$ cat config.mk
export PLATFORM = sky130hd
export DESIGN_NAME = cmp_iter_flat
export DESIGN_NICKNAME = d
export VERILOG_FILES = /design/src/rtl/cmp_iter_if.sv /design/src/rtl/cmp_iter.sv /design/src/flat_wrapper.sv
export SDC_FILE = /design/constraint.sdc
export NUM_CORES = 1
export LEC_CHECK = 0
export CAP_MARGIN = 10
export CORE_MARGIN = 3
export CORE_UTILIZATION = 40
export CTS_BUF_LIST = sky130_fd_sc_hd__clkbuf_4 sky130_fd_sc_hd__clkbuf_8 sky130_fd_sc_hd__clkbuf_16
export DETAILED_ROUTE_END_ITERATION = 12
export GPL_ROUTABILITY_DRIVEN = 0
export PLACE_DENSITY = 0.7
export SETUP_SLACK_MARGIN = 0.4
export SYNTH_ARGS = -nofsm -noshare
export SYNTH_HDL_FRONTEND = slang
export SYNTH_SLANG_ARGS = --single-unit
$ cat constraint.sdc
create_clock -name clk -period 4.38 [get_ports clk]
set_input_delay 0.438 -clock clk [delete_from_list [all_inputs] [get_ports clk]]
set_output_delay 0.438 -clock clk [all_outputs]
set_load 0.05 [all_outputs]
$ cat src/rtl/cmp_iter_if.sv
// Handshake and operand bundle between the issue stage (master) and the
// iterative comparator (slave).
interface cmp_iter_if #(
    parameter int WIDTH = 32,
    parameter int OP_W  = 4
);
    logic             start;
    logic             flush;
    logic [WIDTH-1:0] opA;
    logic [WIDTH-1:0] opB;
    logic [OP_W-1:0]  op;
    logic             busy;
    logic             done;
    logic [WIDTH-1:0] result;
    logic             illegal;

    modport master (
        output start, flush, opA, opB, op,
        input  busy, done, result, illegal
    );

    modport slave (
        input  start, flush, opA, opB, op,
        output busy, done, result, illegal
    );
endinterface

$ cat src/rtl/cmp_iter.sv
// Multi-cycle comparator: one CHUNK-bit slice per cycle, MSB slice first.
// Optional macro CMP_EARLY_EXIT_EN finishes on the first differing slice.
module cmp_iter #(
    parameter int WIDTH = 32,
    parameter int CHUNK = 8,
    parameter int OP_W  = 4
) (
    input logic      clk,
    input logic      reset,
    cmp_iter_if.slave bus
);
    localparam int N     = WIDTH / CHUNK;
    localparam int CNT_W = (N > 1) ? $clog2(N) : 1;

    localparam logic [1:0] S_IDLE = 2'd0;
    localparam logic [1:0] S_BUSY = 2'd1;
    localparam logic [1:0] S_DONE = 2'd2;

    localparam logic [OP_W-1:0] OP_EQ  = OP_W'(0);
    localparam logic [OP_W-1:0] OP_SLT = OP_W'(1);
    localparam logic [OP_W-1:0] OP_SGT = OP_W'(2);
    localparam logic [OP_W-1:0] OP_ULT = OP_W'(3);
    localparam logic [OP_W-1:0] OP_UGT = OP_W'(4);
    localparam logic [OP_W-1:0] OP_NE  = OP_W'(5);
    localparam logic [OP_W-1:0] OP_SLE = OP_W'(6);
    localparam logic [OP_W-1:0] OP_SGE = OP_W'(7);
    localparam logic [OP_W-1:0] OP_ULE = OP_W'(8);
    localparam logic [OP_W-1:0] OP_UGE = OP_W'(9);
    localparam logic [OP_W-1:0] OP_LTZ = OP_W'(10);
    localparam logic [OP_W-1:0] OP_GEZ = OP_W'(11);
    localparam logic [OP_W-1:0] OP_GTZ = OP_W'(12);
    localparam logic [OP_W-1:0] OP_LEZ = OP_W'(13);

    localparam logic [WIDTH-1:0] SIGN_MASK = {1'b1, {(WIDTH-1){1'b0}}};

    logic [1:0]       r_state;
    logic [WIDTH-1:0] r_a;
    logic [WIDTH-1:0] r_b;
    logic [OP_W-1:0]  r_op;
    logic             r_eq;
    logic             r_gt;
    logic             r_lt;
    logic [CNT_W-1:0] r_cnt;
    logic [WIDTH-1:0] r_result;
    logic             r_illegal;

    logic             w_accept;
    logic             w_in_signed;
    logic             w_in_zero;
    logic [WIDTH-1:0] w_a_in;
    logic [WIDTH-1:0] w_b_in;
    logic [CHUNK-1:0] w_a_sl [N];
    logic [CHUNK-1:0] w_b_sl [N];
    logic [CHUNK-1:0] w_a_cur;
    logic [CHUNK-1:0] w_b_cur;
    logic             w_diff;
    logic             w_slice_gt;
    logic             w_eq_next;
    logic             w_gt_next;
    logic             w_lt_next;
    logic             w_last;
    logic             w_res_bit;
    logic             w_res_illegal;

    // Input-side op decode: which ops need the sign flip and which force B to zero.
    always_comb begin
        w_in_signed = 1'b0;
        w_in_zero   = 1'b0;
        case (bus.op)
            OP_SLT, OP_SGT, OP_SLE, OP_SGE: w_in_signed = 1'b1;
            OP_LTZ, OP_GEZ, OP_GTZ, OP_LEZ: begin
                w_in_signed = 1'b1;
                w_in_zero   = 1'b1;
            end
            default: ;
        endcase
    end

    // Flipping the sign bit of both operands turns a signed compare into an unsigned one.
    assign w_a_in = bus.opA ^ (w_in_signed ? SIGN_MASK : '0);
    assign w_b_in = (w_in_zero ? '0 : bus.opB) ^ (w_in_signed ? SIGN_MASK : '0);

    assign w_accept = (r_state != S_BUSY) && bus.start && !bus.flush;

    generate
        for (genvar gi = 0; gi < N; gi++) begin : g_slice
            assign w_a_sl[gi] = r_a[gi*CHUNK +: CHUNK];
            assign w_b_sl[gi] = r_b[gi*CHUNK +: CHUNK];
        end
    endgenerate

    assign w_a_cur    = w_a_sl[r_cnt];
    assign w_b_cur    = w_b_sl[r_cnt];
    assign w_diff     = (w_a_cur != w_b_cur);
    assign w_slice_gt = (w_a_cur > w_b_cur);

    // Only the first differing slice (most significant) decides the ordering.
    assign w_eq_next = r_eq & ~w_diff;
    assign w_gt_next = r_gt | (r_eq & w_diff & w_slice_gt);
    assign w_lt_next = r_lt | (r_eq & w_diff & ~w_slice_gt);

`ifdef CMP_EARLY_EXIT_EN
    assign w_last = (r_cnt == '0) || (r_eq && w_diff);
`else
    assign w_last = (r_cnt == '0);
`endif

    always_comb begin
        w_res_bit     = 1'b0;
        w_res_illegal = 1'b0;
        case (r_op)
            OP_EQ:                  w_res_bit = w_eq_next;
            OP_NE:                  w_res_bit = ~w_eq_next;
            OP_SLT, OP_ULT, OP_LTZ: w_res_bit = w_lt_next;
            OP_SGT, OP_UGT, OP_GTZ: w_res_bit = w_gt_next;
            OP_SLE, OP_ULE, OP_LEZ: w_res_bit = ~w_gt_next;
            OP_SGE, OP_UGE, OP_GEZ: w_res_bit = ~w_lt_next;
            default:                w_res_illegal = 1'b1;
        endcase
    end

    always_ff @(posedge clk or posedge reset) begin
        if (reset) begin
            r_state   <= S_IDLE;
            r_a       <= '0;
            r_b       <= '0;
            r_op      <= '0;
            r_eq      <= 1'b1;
            r_gt      <= 1'b0;
            r_lt      <= 1'b0;
            r_cnt     <= '0;
            r_result  <= '0;
            r_illegal <= 1'b0;
        end else begin
            case (r_state)
                S_IDLE, S_DONE: begin
                    if (w_accept) begin
                        r_state <= S_BUSY;
                        r_a     <= w_a_in;
                        r_b     <= w_b_in;
                        r_op    <= bus.op;
                        r_eq    <= 1'b1;
                        r_gt    <= 1'b0;
                        r_lt    <= 1'b0;
                        r_cnt   <= CNT_W'(N - 1);
                    end else begin
                        r_state <= S_IDLE;
                    end
                end
                S_BUSY: begin
                    if (bus.flush) begin
                        r_state <= S_IDLE;
                        r_cnt   <= '0;
                    end else begin
                        r_eq <= w_eq_next;
                        r_gt <= w_gt_next;
                        r_lt <= w_lt_next;
                        if (w_last) begin
                            r_state   <= S_DONE;
                            r_cnt     <= '0;
                            r_result  <= {{(WIDTH-1){1'b0}}, w_res_bit & ~w_res_illegal};
                            r_illegal <= w_res_illegal;
                        end else begin
                            r_cnt <= r_cnt - CNT_W'(1);
                        end
                    end
                end
                default: begin
                    r_state <= S_IDLE;
                    r_cnt   <= '0;
                end
            endcase
        end
    end

    assign bus.busy    = (r_state == S_BUSY);
    assign bus.done    = (r_state == S_DONE);
    assign bus.result  = r_result;
    assign bus.illegal = r_illegal;
endmodule

$ cat src/flat_wrapper.sv
// flat-port wrapper written by rule: the top's interface ports become plain ports
module cmp_iter_flat 
#(
    parameter int WIDTH = 32,
    parameter int CHUNK = 8,
    parameter int OP_W  = 4
)
  (clk, reset, bus_start, bus_flush, bus_opA, bus_opB, bus_op, bus_busy, bus_done, bus_result, bus_illegal);
  cmp_iter_if #(.WIDTH(WIDTH), .OP_W(OP_W)) bus_i ();
  input logic clk;
  input logic reset;
  input wire logic [$bits(bus_i.start)-1:0] bus_start;
  input wire logic [$bits(bus_i.flush)-1:0] bus_flush;
  input wire logic [$bits(bus_i.opA)-1:0] bus_opA;
  input wire logic [$bits(bus_i.opB)-1:0] bus_opB;
  input wire logic [$bits(bus_i.op)-1:0] bus_op;
  output wire logic [$bits(bus_i.busy)-1:0] bus_busy;
  output wire logic [$bits(bus_i.done)-1:0] bus_done;
  output wire logic [$bits(bus_i.result)-1:0] bus_result;
  output wire logic [$bits(bus_i.illegal)-1:0] bus_illegal;
  assign bus_i.start = bus_start;
  assign bus_i.flush = bus_flush;
  assign bus_i.opA = bus_opA;
  assign bus_i.opB = bus_opB;
  assign bus_i.op = bus_op;
  assign bus_busy = bus_i.busy;
  assign bus_done = bus_i.done;
  assign bus_result = bus_i.result;
  assign bus_illegal = bus_i.illegal;
  cmp_iter #(.WIDTH(WIDTH), .CHUNK(CHUNK), .OP_W(OP_W)) u_core (.clk(clk), .reset(reset), .bus(bus_i));
endmodule
==> flow_summary.json <==
{
  "fin_area_um2": 4940,
  "drt_wl_total_um": 8510,
  "ys_seq_area_share_pct": 48.6,
  "num-fill-cells": 848,
  "start_util_pct": 42.0,
  "cts_setup_buffers": 0,
  "antennaDiodeCount": 0,
  "cts_hold_buf": 0,
  "drt_iter0_drc": 156,
  "syn-cell-area_um2": 3970,
  "cp_data_arrival_time_ns": 3.70,
  "place_hpwl_um": 6380,
  "core_um2": 9460,
  "power.leakage_nw": 2.28,
  "rows": 35,
  "synth-seq-cells": 77,
  "hold_class": "reg -> reg",
  "min_from": "u_core.r_a[1]$_DFFE_PP0P_",
  "hold_viol": 0,
  "postPlaceCellArea_um2": 4710,
  "hold_depth": 2,
  "ys_warn_count": 0,
  "max-cap-violations": 0,
  "drc": 0,
  "cts_buffers": 9,
  "antenna_left": 0,
  "r2r-start": "u_core.r_cnt[0]$_DFFE_PP0P_",
  "finalSetupViolCount": 0,
  "ir_drop_v": 0.000207,
  "max_freq_mhz": 289,
  "avgSynthCellArea_um2": 10.4,
  "min_period_ns": 3.46,
  "grt_first_pass_wirelength_um": 14000,
  "area_growth_syn_to_layout_pct": 24.5,
  "p_per_area_nw_per_um2": 503,
  "overflow": 0,
  "crit_required_ns": 4.62,
  "final_common_cell": "nand2_1",
  "rrSetupSlack_ns": 0.92,
  "io_buffers": 75,
  "postLayoutCoreUtil_pct": 52.2,
  "cts_max_level": 3,
  "maxSlewViolCount": 0,
  "dieArea_um2": 11200,
  "mostFrequentLayoutCells": "nand2_1 (113), dfrtp_1 (76), clkdlybuf4s50_1 (75)",
  "wl_per_cell_um": 14.6,
  "post_cts_resized": 0,
  "cts_sinks": 77,
  "netlist.top_cell.by_area": "dfrtp_1",
  "synth_cells": 382,
  "grt_pass1_vias": 2914,
  "pin_count": 107,
  "worstSetupEndpointType": "flip-flop",
  "synth_top_area_share_pct": 47.9,
  "finalCritPeriodShare_pct": 79.1,
  "final_nets": 529,
  "die_h_um": 106,
  "clk_pin_slew_ns": 0.09,
  "status": "complete, no violations",
  "finalSetupTns_ns": 0,
  "fp.dieW_um": 106,
  "synth_area_leaders": "dfrtp_1 (48%), nand2_1 (11%), mux4_2 (9.1%), a22o_1 (6.8%), buf_4 (5.9%)",
  "vias": 2928,
  "path_max_fanout": 20,
  "drive_above_1_share_pct": 11.0,
  "cts_root_buf": "clkbuf_8",
  "antenna_found_initial": 0,
  "tightest_slew_ns": 1.06,
  "slew_headroom_pct": 29.0,
  "start_kind": "flip-flop",
  "synth_flop_cell": "dfrtp_1",
  "rsz0062_at_grt": "no",
  "r2r_end": "u_core.bus.result[0]$_DFFE_PP0P_",
  "ff2ff_path_depth": 8,
  "fin_skew_ns": 0.0146,
  "grt_max_degree": 41,
  "dr.pass1.iters": 4,
  "grt_usage_pct": 15.7,
  "routed_via_density": 5.02,
  "clk_latency_ns": 0.35,
  "synth-edff-count": 0,
  "criticalPathCategory": "reg -> reg",
  "synth-async-reset-ratio_pct": 100,
  "ys_types": 44,
  "cts_tree": "yes",
  "ctsLongestPathBuffers": 2,
  "whs_endpoint": "u_core.r_a[1]$_DFFE_PP0P_"
}
## layout make-up
cell class | instances | area, um2 | share of cell area (%)
Inverter | 14 | 52.6 | 1.06
Timing Repair Buffer | 80 | 788 | 15.9
Tap cell | 129 | 161 | 3.27
Sequential cell | 77 | 1930 | 39.0
Multi-Input combinational cell | 267 | 1780 | 36.0
Clock inverter | 5 | 81.3 | 1.65
Clock buffer | 11 | 151 | 3.06
## critical path, cell delays in order (launching register included)
cell and delay, ns:
dfrtp_1 1.05, mux4_2 0.61, ha_1 0.40, nand4_4 0.14
nor3_2 0.21, mux2_4 0.32, a2111oi_2 0.32, o41a_1 0.20
a31oi_1 0.09
## per-layer routing
metal,up-vias,GRT usage [%],wire length [um]
met5,-,0,0
li1,1385,-,-
met1,1445,20.3,3690
met2,91,26.0,4270
met3,7,4.47,467
met4,0,4.44,87
## cells by family after synthesis
| group | count (synthesis) | synth area share (%) |
|---|---|---|
| flip-flops | 77 | 48.6 |
| buffers and inverters | 68 | 9.68 |
| adder cells (fa/ha/maj) | 8 | 2.52 |
| AO/OA/AOI/OAI | 61 | 12.7 |
| multiplexers | 19 | 10.0 |
| XOR/XNOR | 5 | 1.10 |
| AND/OR/NAND/NOR | 143 | 15.3 |
| other | 1 | 0.0945 |
## state kept, by name, summed over array words and instances, names as in the netlist
signal,flops
u_core.bus.illegal,1
u_core.r_b,32
u_core.r_eq,1
u_core.bus.result,1
u_core.r_state,2
u_core.r_cnt,2
u_core.r_lt,1
u_core.r_gt,1
u_core.r_op,4
u_core.r_a,32
## metrics by stage
step	worst slack, ns	power [W]	hold WS [ns]	instances
after floorplan	1.24	0.00169	0.434	412
after global placement	0.957	0.00186	0.461	567
after detailed placement	0.850	0.00189	0.467	567
after CTS	0.863	0.00250	0.486	583
after global routing	0.616	0.00264	0.503	583
final	0.915	0.00249	0.481	583
## how the worst max path moves through the flow
stage / start / end / slack [ns] / cells after the start
final: u_core.r_cnt[0]$_DFFE_PP0P_ / u_core.bus.result[0]$_DFFE_PP0P_ / 0.92 / 8
after global routing: u_core.r_cnt[0]$_DFFE_PP0P_ / u_core.bus.result[0]$_DFFE_PP0P_ / 0.62 / 8
after CTS: u_core.r_cnt[0]$_DFFE_PP0P_ / u_core.bus.result[0]$_DFFE_PP0P_ / 0.86 / 8
after detailed placement: u_core.r_cnt[0]$_DFFE_PP0P_ / u_core.bus.result[0]$_DFFE_PP0P_ / 0.85 / 8
after global placement: u_core.r_cnt[0]$_DFFE_PP0P_ / u_core.bus.result[0]$_DFFE_PP0P_ / 0.96 / 8
after floorplan: u_core.r_cnt[0]$_DFFE_PP0P_ / u_core.bus.result[0]$_DFFE_PP0P_ / 1.24 / 10
## cell usage after synthesis, drive strengths merged, types with 2 or more instances
cell type and count:
o32ai 2, nand3 2, nand3b 2, nand4 2
a21oi 10, clkbuf 12, o21a 2, buf 42
o21ai 6, dfrtp 76, xor2 2, nor3 6
mux2 3, nand2 113, nor3b 4, a2111oi 2
a22o 31, mux4 16, ha 8, xnor2 3
nor2 8, inv 14, nor2b 4
## where the power goes
group / internal, W / switching (W)
combinational: 0.000419 / 0.000422
sequential: 0.000869 / 0.000162
clock: 0.000353 / 0.000262
Note: power is estimated with default switching activity, not from simulation.
